$ cat config.mk
export PLATFORM = sky130hd
export DESIGN_NAME = calc_req_scheduler
export DESIGN_NICKNAME = d
export VERILOG_FILES = /design/src/rtl/calc_req_scheduler.sv
export SDC_FILE = /design/constraint.sdc
export NUM_CORES = 1
export LEC_CHECK = 0
export ABC_AREA = 0
export BUFFER_PORTS_ARGS = -buffer_cell sky130_fd_sc_hd__buf_4
export CAP_MARGIN = 40
export CELL_PAD_IN_SITES_DETAIL_PLACEMENT = 1
export CELL_PAD_IN_SITES_GLOBAL_PLACEMENT = 2
export CORE_MARGIN = 2
export CORE_UTILIZATION = 27
export CTS_BUF_LIST = sky130_fd_sc_hd__clkbuf_4 sky130_fd_sc_hd__clkbuf_8 sky130_fd_sc_hd__clkbuf_16
export CTS_CLUSTER_SIZE = 10
export DETAILED_ROUTE_END_ITERATION = 10
export MAX_ROUTING_LAYER = met4
export PLACE_DENSITY_LB_ADDON = 0.3
export SKIP_LAST_GASP = 1
export SYNTH_ARGS = -nofsm -noshare
export SYNTH_HDL_FRONTEND = slang
export SYNTH_SLANG_ARGS = --single-unit
$ cat constraint.sdc
create_clock -name clk -period 3.7 [get_ports clk]
set_clock_uncertainty 0.1 [all_clocks]
set_input_delay 0.925 -clock clk [delete_from_list [all_inputs] [get_ports clk]]
set_output_delay 0.925 -clock clk [all_outputs]
set_load 0.005 [all_outputs]
$ cat src/rtl/calc_req_scheduler.sv
// ============================================================================
// Module  : calc_req_scheduler
// Brief   : Round-robin scheduler serialising 4 calculator requesters onto a
//           two-beat packet bus, with tagged response routing and timeouts.
// Revision: 1.0 - initial release
// ============================================================================
`default_nettype none

module calc_req_scheduler #(
  parameter int GAP_CYCLES = 0,
  parameter int TIMEOUT    = 255
) (
  input  logic         clk,
  input  logic         reset,
  input  logic [3:0]   req_valid,
  input  logic [15:0]  req_cmd,
  input  logic [127:0] req_op1,
  input  logic [127:0] req_op2,
  output logic [3:0]   req_ready,
  output logic [37:0]  paket_out,
  input  logic         rsp_in_valid,
  input  logic [1:0]   rsp_in_tag,
  input  logic [1:0]   rsp_in_resp,
  input  logic [31:0]  rsp_in_data,
  output logic [3:0]   rsp_valid,
  output logic [7:0]   rsp_resp,
  output logic [127:0] rsp_data,
  output logic [3:0]   busy,
  output logic         stray_rsp
);

  localparam logic [1:0]  c_IDLE     = 2'd0;
  localparam logic [1:0]  c_BEAT0    = 2'd1;
  localparam logic [1:0]  c_BEAT1    = 2'd2;
  localparam logic [1:0]  c_GAP      = 2'd3;
  localparam logic [3:0]  c_GAP_LAST = 4'((GAP_CYCLES > 0) ? (GAP_CYCLES - 1) : 0);
  localparam logic [15:0] c_TO_LAST  = 16'(TIMEOUT - 1);
  localparam logic        c_NO_GAP   = (GAP_CYCLES == 0);
  localparam logic        c_TO_ONE   = (TIMEOUT == 1);

  logic [1:0]   r_state;
  logic [3:0]   r_gap;
  logic [1:0]   r_rr;
  logic [1:0]   r_g;
  logic [31:0]  r_op2;
  logic [37:0]  r_paket;
  logic [3:0]   r_busy;
  logic [3:0]   r_rsp_valid;
  logic [7:0]   r_rsp_resp;
  logic [127:0] r_rsp_data;
  logic         r_stray;
  logic [15:0]  r_tmr [4];
  logic [3:0]   r_tmr_on;

  logic [3:0]   w_elig;
  logic [3:0]   w_tstart;
  logic [3:0]   w_to;
  logic [1:0]   w_gidx;
  logic [1:0]   w_idx;
  logic         w_found;
  logic         w_slot;
  logic         w_grant;
  logic         w_rsp_hit;
  logic [31:0]  w_op1;
  logic [31:0]  w_op2;
  logic [3:0]   w_cmd;

  always_comb begin
    w_elig = 4'b0000;
    for (int p = 0; p < 4; p++) begin
      w_elig[p] = req_valid[p] & ~r_busy[p] & (req_cmd[4*p +: 4] != 4'h0);
    end
  end

  // First eligible port at or after the round-robin pointer
  always_comb begin
    w_found = 1'b0;
    w_gidx  = 2'd0;
    w_idx   = 2'd0;
    for (int i = 0; i < 4; i++) begin
      w_idx = r_rr + 2'(i);
      if (!w_found && w_elig[w_idx]) begin
        w_found = 1'b1;
        w_gidx  = w_idx;
      end
    end
  end

  // A grant slot also opens in BEAT1 (no gap) or the last GAP cycle so that
  // back-to-back packets keep the bus busy without an idle cycle.
  assign w_slot    = (r_state == c_IDLE)
                   | (c_NO_GAP & (r_state == c_BEAT1))
                   | ((r_state == c_GAP) & (r_gap == c_GAP_LAST));
  assign w_grant   = w_slot & w_found;
  assign req_ready = w_grant ? (4'b0001 << w_gidx) : 4'b0000;
  assign w_op1     = req_op1[32*w_gidx +: 32];
  assign w_op2     = req_op2[32*w_gidx +: 32];
  assign w_cmd     = req_cmd[4*w_gidx +: 4];
  assign w_rsp_hit = rsp_in_valid & r_busy[rsp_in_tag];

  always_comb begin
    w_tstart = 4'b0000;
    w_to     = 4'b0000;
    for (int p = 0; p < 4; p++) begin
      w_tstart[p] = (r_state == c_BEAT1) & (r_g == 2'(p)) & r_busy[p]
                  & ~(rsp_in_valid & (rsp_in_tag == 2'(p)));
      w_to[p]     = r_busy[p] & ((r_tmr_on[p] & (r_tmr[p] == c_TO_LAST))
                  | (c_TO_ONE & w_tstart[p]));
    end
  end

  always_ff @(posedge clk) begin
    if (reset) begin
      r_state <= c_IDLE;
      r_gap   <= 4'd0;
      r_rr    <= 2'd0;
      r_g     <= 2'd0;
      r_op2   <= 32'd0;
      r_paket <= 38'd0;
    end else begin
      if (w_grant) begin
        r_g     <= w_gidx;
        r_op2   <= w_op2;
        r_rr    <= w_gidx + 2'd1;
        r_paket <= {w_op1, w_cmd, w_gidx};
      end else if (r_state == c_BEAT0) begin
        r_paket <= {r_op2, 6'h00};
      end else begin
        r_paket <= 38'd0;
      end
      case (r_state)
        c_IDLE:  if (w_grant) r_state <= c_BEAT0;
        c_BEAT0: r_state <= c_BEAT1;
        c_BEAT1: begin
          if (!c_NO_GAP) begin
            r_state <= c_GAP;
            r_gap   <= 4'd0;
          end else begin
            r_state <= w_grant ? c_BEAT0 : c_IDLE;
          end
        end
        c_GAP: begin
          if (r_gap == c_GAP_LAST) r_state <= w_grant ? c_BEAT0 : c_IDLE;
          else                     r_gap   <= r_gap + 4'd1;
        end
        default: r_state <= c_IDLE;
      endcase
    end
  end

  // Timer is preloaded with 1 because the BEAT1 cycle itself is tick zero.
  always_ff @(posedge clk) begin
    if (reset) begin
      r_busy      <= 4'b0000;
      r_rsp_valid <= 4'b0000;
      r_rsp_resp  <= 8'd0;
      r_rsp_data  <= 128'd0;
      r_stray     <= 1'b0;
      r_tmr_on    <= 4'b0000;
      for (int p = 0; p < 4; p++) r_tmr[p] <= 16'd0;
    end else begin
      r_stray     <= rsp_in_valid & ~r_busy[rsp_in_tag];
      r_rsp_valid <= 4'b0000;
      for (int p = 0; p < 4; p++) begin
        if (w_rsp_hit && (rsp_in_tag == 2'(p))) begin
          r_rsp_valid[p]       <= 1'b1;
          r_rsp_resp[2*p +: 2] <= rsp_in_resp;
          r_rsp_data[32*p +: 32] <= rsp_in_data;
          r_busy[p]            <= 1'b0;
          r_tmr_on[p]          <= 1'b0;
        end else if (w_to[p]) begin
          r_rsp_valid[p]       <= 1'b1;
          r_rsp_resp[2*p +: 2] <= 2'b11;
          r_rsp_data[32*p +: 32] <= 32'd0;
          r_busy[p]            <= 1'b0;
          r_tmr_on[p]          <= 1'b0;
        end else begin
          if (w_grant && (w_gidx == 2'(p))) r_busy[p] <= 1'b1;
          if (w_tstart[p]) begin
            r_tmr_on[p] <= 1'b1;
            r_tmr[p]    <= 16'd1;
          end else if (r_tmr_on[p]) begin
            r_tmr[p]    <= r_tmr[p] + 16'd1;
          end
        end
      end
    end
  end

  assign paket_out = r_paket;
  assign busy      = r_busy;
  assign rsp_valid = r_rsp_valid;
  assign rsp_resp  = r_rsp_resp;
  assign rsp_data  = r_rsp_data;
  assign stray_rsp = r_stray;

endmodule

`default_nettype wire

==> results of run 1 <==
-- worst paths after layout --
kind	from	end	slack, ps	cells past startpoint
worst max register to register	busy[2]$_SDFFE_PP0P_	paket_out[10]$_SDFF_PP0_	830	9
worst min-delay path	r_g[1]$_SDFFE_PP0N_	r_g[1]$_SDFFE_PP0N_	370	2
worst min register to register	r_g[1]$_SDFFE_PP0N_	r_g[1]$_SDFFE_PP0N_	370	2
worst max-delay path	req_cmd[10]	req_ready[0]	80	9
-- registers in the layout, summed over array words and instances (netlist names) --
signal,flops
busy,4
r_tmr,64
r_g,2
r_gap,4
paket_out,38
r_rr,2
stray_rsp,1
r_op2,32
rsp_data,128
r_tmr_on,4
r_state,2
rsp_valid,4
rsp_resp,8
-- timing repair --
| action | in CTS | in global routing |
|---|---|---|
| hold buffers | 0 | 0 |
| buffers inserted | 0 | 3 |
| endpoints found under the setup margin | 0 | 4 |
| gates resized for setup | 0 | 3 |
| hold endpoints to repair | 0 | 0 |
-- layer usage --
metal	vias up	track usage [%]	wire [um]
met4	0	7.40	1830
met5	-	-	0
li1	6354	-	-
met1	6673	25.4	25200
met3	94	4.13	2340
met2	273	35.5	29600
-- critical path: stages --
cell and delay, ps:
buf_4 90, nor4_2 50, buf_4 130, or2_4 250, o32a_1 380, or2_4 290
ha_1 190, and2_1 150, buf_4 130
-- logic make-up (layout without fill, tap and decap cells) --
logic type               Yosys count  in the layout
buffers and inverters            139            630
other                              0              6
XOR/XNOR                          58             58
AND/OR/NAND/NOR                  568            568
flip-flops                       293            293
AO/OA/AOI/OAI                    366            366
multiplexers                      33             33
adder cells (fa/ha/maj)           14             14
-- cells in the final DEF, fill, tap and decap left out, types with 7 or more instances in the layout --
cell type  count
and3_1       141
o31ai_2       31
xor2_1        42
clkbuf_16     39
a21oi_1        9
and2_1        10
xnor2_1       16
o211ai_1      32
mux2i_1       32
a211oi_1      38
a22oi_1       97
buf_4        535
nor3_1        10
inv_1         18
a2111oi_4     30
a21boi_0      33
clkbuf_4      12
o21ai_1       31
nand4_1       18
clkbuf_8       7
a22o_1        31
nand2_1      108
ha_1          14
edfxtp_1      64
buf_12         7
nor2_1       201
dfxtp_1      229
nand3_1       31
-- where the power goes --
part	leakage (nW)	internal, W	switching [W]
registers	2.52	0.00366	0.000251
logic	5.36	0.00164	0.00219
clock network	0.638	0.00225	0.00151
total	8.52	0.00755	0.00396
-- through the flow --
stage | worst slack, ps | total power, W | hold WS [ps] | area (um2)
2_1_floorplan | 115 | 0.00643 | 339 | 14600
3_3_place_gp | 36.0 | 0.00774 | 359 | 19000
3_5_place_dp | 31.6 | 0.00781 | 367 | 19000
4_1_cts | 16.0 | 0.0116 | 375 | 20300
5_1_grt | 1.31 | 0.0121 | 400 | 20400
6_report | 80.8 | 0.0115 | 373 | 20400
-- cell type report --
cell class                 count  share of cell area [%]
antenna                        6                  0.0737
clock buffer                  58                    5.71
clock inverter                 9                   0.528
inverter                      21                   0.412
multi-input combinational   1039                    36.6
sequential                   293                    31.9
tap                          696                    4.28
timing repair buffer         542                    20.4
==> results.py, run 1 <==
metrics = {
    "setup_path": {
        "crit_arrival_ps": 2590,
        "critPathKind": "input pin to output pin",
        "critPathRequiredTime_ps": 2670,
        "path_max_fanout": 5,
        "worst_setup_path_end_kind": "output pin",
        "start_kind": "input pin",
    },
    "synth": {
        "synth_edf_count": 64,
        "ys_seq_area_share_pct": 44.6,
        "ys_seq_elements": 293,
        "synthArstFlopShare_pct": 0,
        "synth_flop_cell": "dfxtp_1",
        "syn_area_um2": 14600,
        "synth_top_family_by_area": "compound AO/OA/AOI/OAI gates",
        "synth_fa_ha_area_share_pct": 1.20,
        "ys_types": 71,
        "synthCells": 1471,
        "yosysMostFrequentCell": "dfxtp_1",
        "avgSynthCellArea_um2": 9.91,
        "synthTopCellsByCount": "dfxtp_1 (229), nor2_1 (204), and3_1 (141), nand2_1 (108), a22oi_1 (97)",
        "synth_compound_area_share_pct": 24.1,
        "synth.top_cell.area_share_pct": 31.4,
        "synthMuxAreaShare_pct": 2.35,
        "yosys_warnings": 0,
        "synth_simple_gate_area_share_pct": 19.5,
        "syn_nets": 1800,
        "yosys.area_share.xor_xnor_pct": 3.48,
        "synth.largest_area_cell": "dfxtp_1",
        "synth_area_leaders": "dfxtp_1 (31%), edfxtp_1 (13%), and3_1 (6.0%)",
    },
    "worst_hold_path": {
        "hold_path.class": "flop to flop",
    },
    "global_routing": {
        "first_global_vias": 14500,
        "grt_max_degree": 133,
        "grt_util_all_layers_pct": 21.2,
        "antenna_found_initial": 6,
        "gr-total-overflow": 0,
        "grt_pass1_wl_mm": 89.2,
    },
    "floorplanning": {
        "die_h_um": 236,
        "start_util_pct": 27.2,
        "die_x_um": 236,
        "row_count": 85,
        "dieArea_um2": 55900,
        "ios": 502,
        "fp.coreArea_um2": 53600,
    },
    "clocking": {
        "cts_tree": "built",
        "clkSlewWorstSetupHoldPaths_ps": 60,
        "cts_made_buffers": 39,
        "cts-root-buf": "clkbuf_16",
        "clock_latency_ps": 570,
        "cts_max_level": 2,
        "clock-sinks": 293,
        "clk_path_buf_depth": 3,
    },
    "power_and_ir_drop": {
        "peakVddDrop_mv": 0.587,
        "powerDensity_nw_per_um2": 565,
        "leakagePower_nw": 8.52,
    },
    "finish": {
        "fin_nets": 2265,
        "instances_no_fill": 2664,
        "drive_above_1_share_pct": 35.9,
        "n_fill_cell": 6114,
        "area_growth_pct": 39.7,
        "area.sequential_um2": 6510,
        "finish.utilization_pct": 38.0,
        "multi_input_comb_area_um2": 7460,
    },
    "drt": {
        "routed_wl_mm": 59.0,
        "avgViaCountPerCell": 5.03,
        "drc_errors": 0,
        "first_iter_violations": 577,
        "via_count": 13400,
        "ant_nets": 0,
        "wl_per_cell_um": 22.1,
        "dr.pass1.iters": 4,
    },
    "placed_design": {
        "gp_congestion": 0.867,
        "placed_cells": 2588,
        "dp_hpwl_mm": 41.1,
        "port_buffers": 501,
    },
    "sta": {
        "hold_violations": 0,
        "tns_ps": 0,
        "slew_violations": 0,
        "fmax_mhz": 276,
        "rsz0062_at_grt": "no",
        "worst_pin_slew_ps": 956,
        "slew_headroom_pct": 36.3,
        "period_minus_slack_ps": 3620,
        "setup_viol": 0,
        "fin_crit_sh_pct": 97.8,
    },
    "outcome": {
        "status": "finished clean",
    },
    "job": {
        "maxCapViolations": 0,
    },
}
(Power assumes the default switching activity.)
==> inputs of run 2 (changes only) <==
--- a/config.mk
+++ b/config.mk
@@ -17,6 +17,7 @@
 export DETAILED_ROUTE_END_ITERATION = 10
 export MAX_ROUTING_LAYER = met4
 export PLACE_DENSITY_LB_ADDON = 0.3
+export RECOVER_POWER = 25
 export SKIP_LAST_GASP = 1
 export SYNTH_ARGS = -nofsm -noshare
 export SYNTH_HDL_FRONTEND = slang
==> run 2 against run 1 <==
The flow now finishes with violations (max-capacitance violations, max-slew violations). Routed wire length fell by 0.25%. Global-route usage did not move. Register-to-register slack barely moved. Final cell count did not move. Core utilization fell by 0.46 points. Combinational power fell by 2%. Sequential cell count did not move. Final area fell by 1.2%.
==> results.py, run 2 (synthesized netlist as in run 1, its figures left out) <==
metrics = {
    "setup_path": {
        "critPathBufInv": 3,
        "crit_slowest_cell": "o32a_1",
        "cp_num_cells": 9,
        "reg2regPathDepth": 9,
        "path_max_fanout": 5,
        "critPathMaxStageDelay_ps": 380,
        "start_kind": "input pin",
        "crit_family": "simple AND/OR/NAND/NOR gates",
        "crit_chain": "buf_4 > nor4_2 > buf_4 > or2_4 > o32a_1 > or2_4 > ha_1 > and2_1 > buf_4",
        "worst_setup_path_end_kind": "output pin",
        "critPathRequiredTime_ps": 2670,
        "crit_arrival_ps": 2590,
        "critPathMostFrequentCell": "buf_4",
        "critPathKind": "input pin to output pin",
    },
    "drt": {
        "dr.pass1.iters": 4,
        "avgViaCountPerCell": 5.04,
        "wl_per_cell_um": 22.1,
        "drc_errors": 0,
        "routed_wl_mm": 58.8,
        "via_count": 13400,
        "ant_nets": 0,
        "first_iter_violations": 555,
    },
    "global_routing": {
        "gr-total-overflow": 0,
        "grt_max_degree": 133,
        "grt_pass1_wl_mm": 89.2,
        "grt_util_all_layers_pct": 21.2,
        "first_global_vias": 14500,
        "antenna_found_initial": 6,
    },
    "sta": {
        "tns_ps": 0,
        "setup_viol": 0,
        "hold_violations": 0,
        "rsz0062_at_grt": "no",
        "worst_pin_slew_ps": 2640,
        "fmax_mhz": 276,
        "fin_crit_sh_pct": 97.8,
        "period_minus_slack_ps": 3620,
        "hold_ws_ps": 371,
        "slew_violations": 120,
        "slew_headroom_pct": -75.9,
    },
    "power_and_ir_drop": {
        "powerDensity_nw_per_um2": 569,
        "peakVddDrop_mv": 0.587,
        "leakagePower_nw": 8.22,
    },
    "finish": {
        "final_common_cell": "buf_4",
        "area_growth_pct": 38.0,
        "drive_above_1_share_pct": 32.8,
        "instances_no_fill": 2664,
        "fin_nets": 2265,
        "finish.instance_area_um2": 20100,
        "most-common-layout-cells": "buf_4 (406), dfxtp_1 (229), nor2_1 (201), and3_1 (141), nand2_1 (108)",
        "largest_register_ffs": 128,
        "finish.utilization_pct": 37.5,
    },
    "floorplanning": {
        "die_h_um": 236,
        "ios": 502,
        "fp.coreArea_um2": 53600,
        "row_count": 85,
        "start_util_pct": 27.2,
        "die_x_um": 236,
        "dieArea_um2": 55900,
    },
    "outcome": {
        "violations": "max-capacitance violations, max-slew violations",
        "status": "finished with violations",
    },
    "clocking": {
        "hold_buffers": 0,
        "clock_latency_ps": 570,
        "cts_made_buffers": 39,
        "clk_path_buf_depth": 3,
        "cts_tree": "built",
        "clkSlewWorstSetupHoldPaths_ps": 60,
        "cts_max_level": 2,
        "clock-sinks": 293,
        "cts-root-buf": "clkbuf_16",
    },
    "worst_hold_path": {
        "hold_path.class": "flop to flop",
        "hold_depth": 2,
    },
    "placed_design": {
        "placed_cells": 2588,
        "placed_area_um2": 19000,
        "dp_hpwl_mm": 41.1,
        "gp_congestion": 0.867,
        "port_buffers": 501,
    },
    "job": {
        "maxCapViolations": 1,
    },
}
run 2: cell types whose count changed in the layout (fill, tap and decap cells not counted):
cell / before / now
clkbuf_2: 0 / 1
buf_4: 535 / 406
buf_12: 7 / 6
clkbuf_4: 12 / 80
clkbuf_1: 0 / 61
run 2: worst paths after layout:
check                             from                  endpoint  slack, ps
setup / recovery           req_cmd[10]              req_ready[0]         80
hold / removal     r_g[1]$_SDFFE_PP0N_       r_g[1]$_SDFFE_PP0N_        370
setup reg to reg  busy[2]$_SDFFE_PP0P_  paket_out[10]$_SDFF_PP0_        830
hold reg to reg    r_g[1]$_SDFFE_PP0N_       r_g[1]$_SDFFE_PP0N_        370
run 2: worst register-to-register path, stage by stage, from the launching register on:
cell and delay [ps]:
dfxtp_1 360, nand2b_4 180, or2_4 280, o32a_1 380, or2_4 290, buf_4 150
buf_12 190, nand3_2 150, buf_4 390, o211ai_1 240
run 2: cell type report:
cell class / instances / area [um2]
Fill cell: 6157 / 33500
Multi-Input combinational cell: 1039 / 7460
Sequential cell: 293 / 6510
Timing Repair Buffer: 542 / 3910
Clock buffer: 58 / 1160
Tap cell: 696 / 871
Clock inverter: 9 / 108
Inverter: 21 / 83.8
Antenna cell: 6 / 15.0
run 2: what timing repair did:
item	in CTS	in global routing
endpoints found under the hold margin	0	0
endpoints found under the setup margin	0	4
resized for setup	0	3
buffers inserted	0	3
run 2: where the power goes:
part | total, W | switching [W] | internal (W)
combinational | 0.00377 | 0.00219 | 0.00158
clock | 0.00376 | 0.00151 | 0.00225
sequential | 0.00391 | 0.000249 | 0.00366
total | 0.0114 | 0.00395 | 0.00749
run 2: metal layers:
layer / share of wire, % / global-route usage, %
met4: 3.2 / 7.40
met1: 43 / 25.4
met5: 0 / -
met2: 50 / 35.5
met3: 4.0 / 4.13
run 2: metrics by stage:
stage                     setup slack, ps  power (W)
final                                80.6     0.0114
after global routing                 1.31     0.0121
after CTS                            16.0     0.0116
after detailed placement             31.6    0.00781
after global placement               36.0    0.00774
after floorplan                       115    0.00643
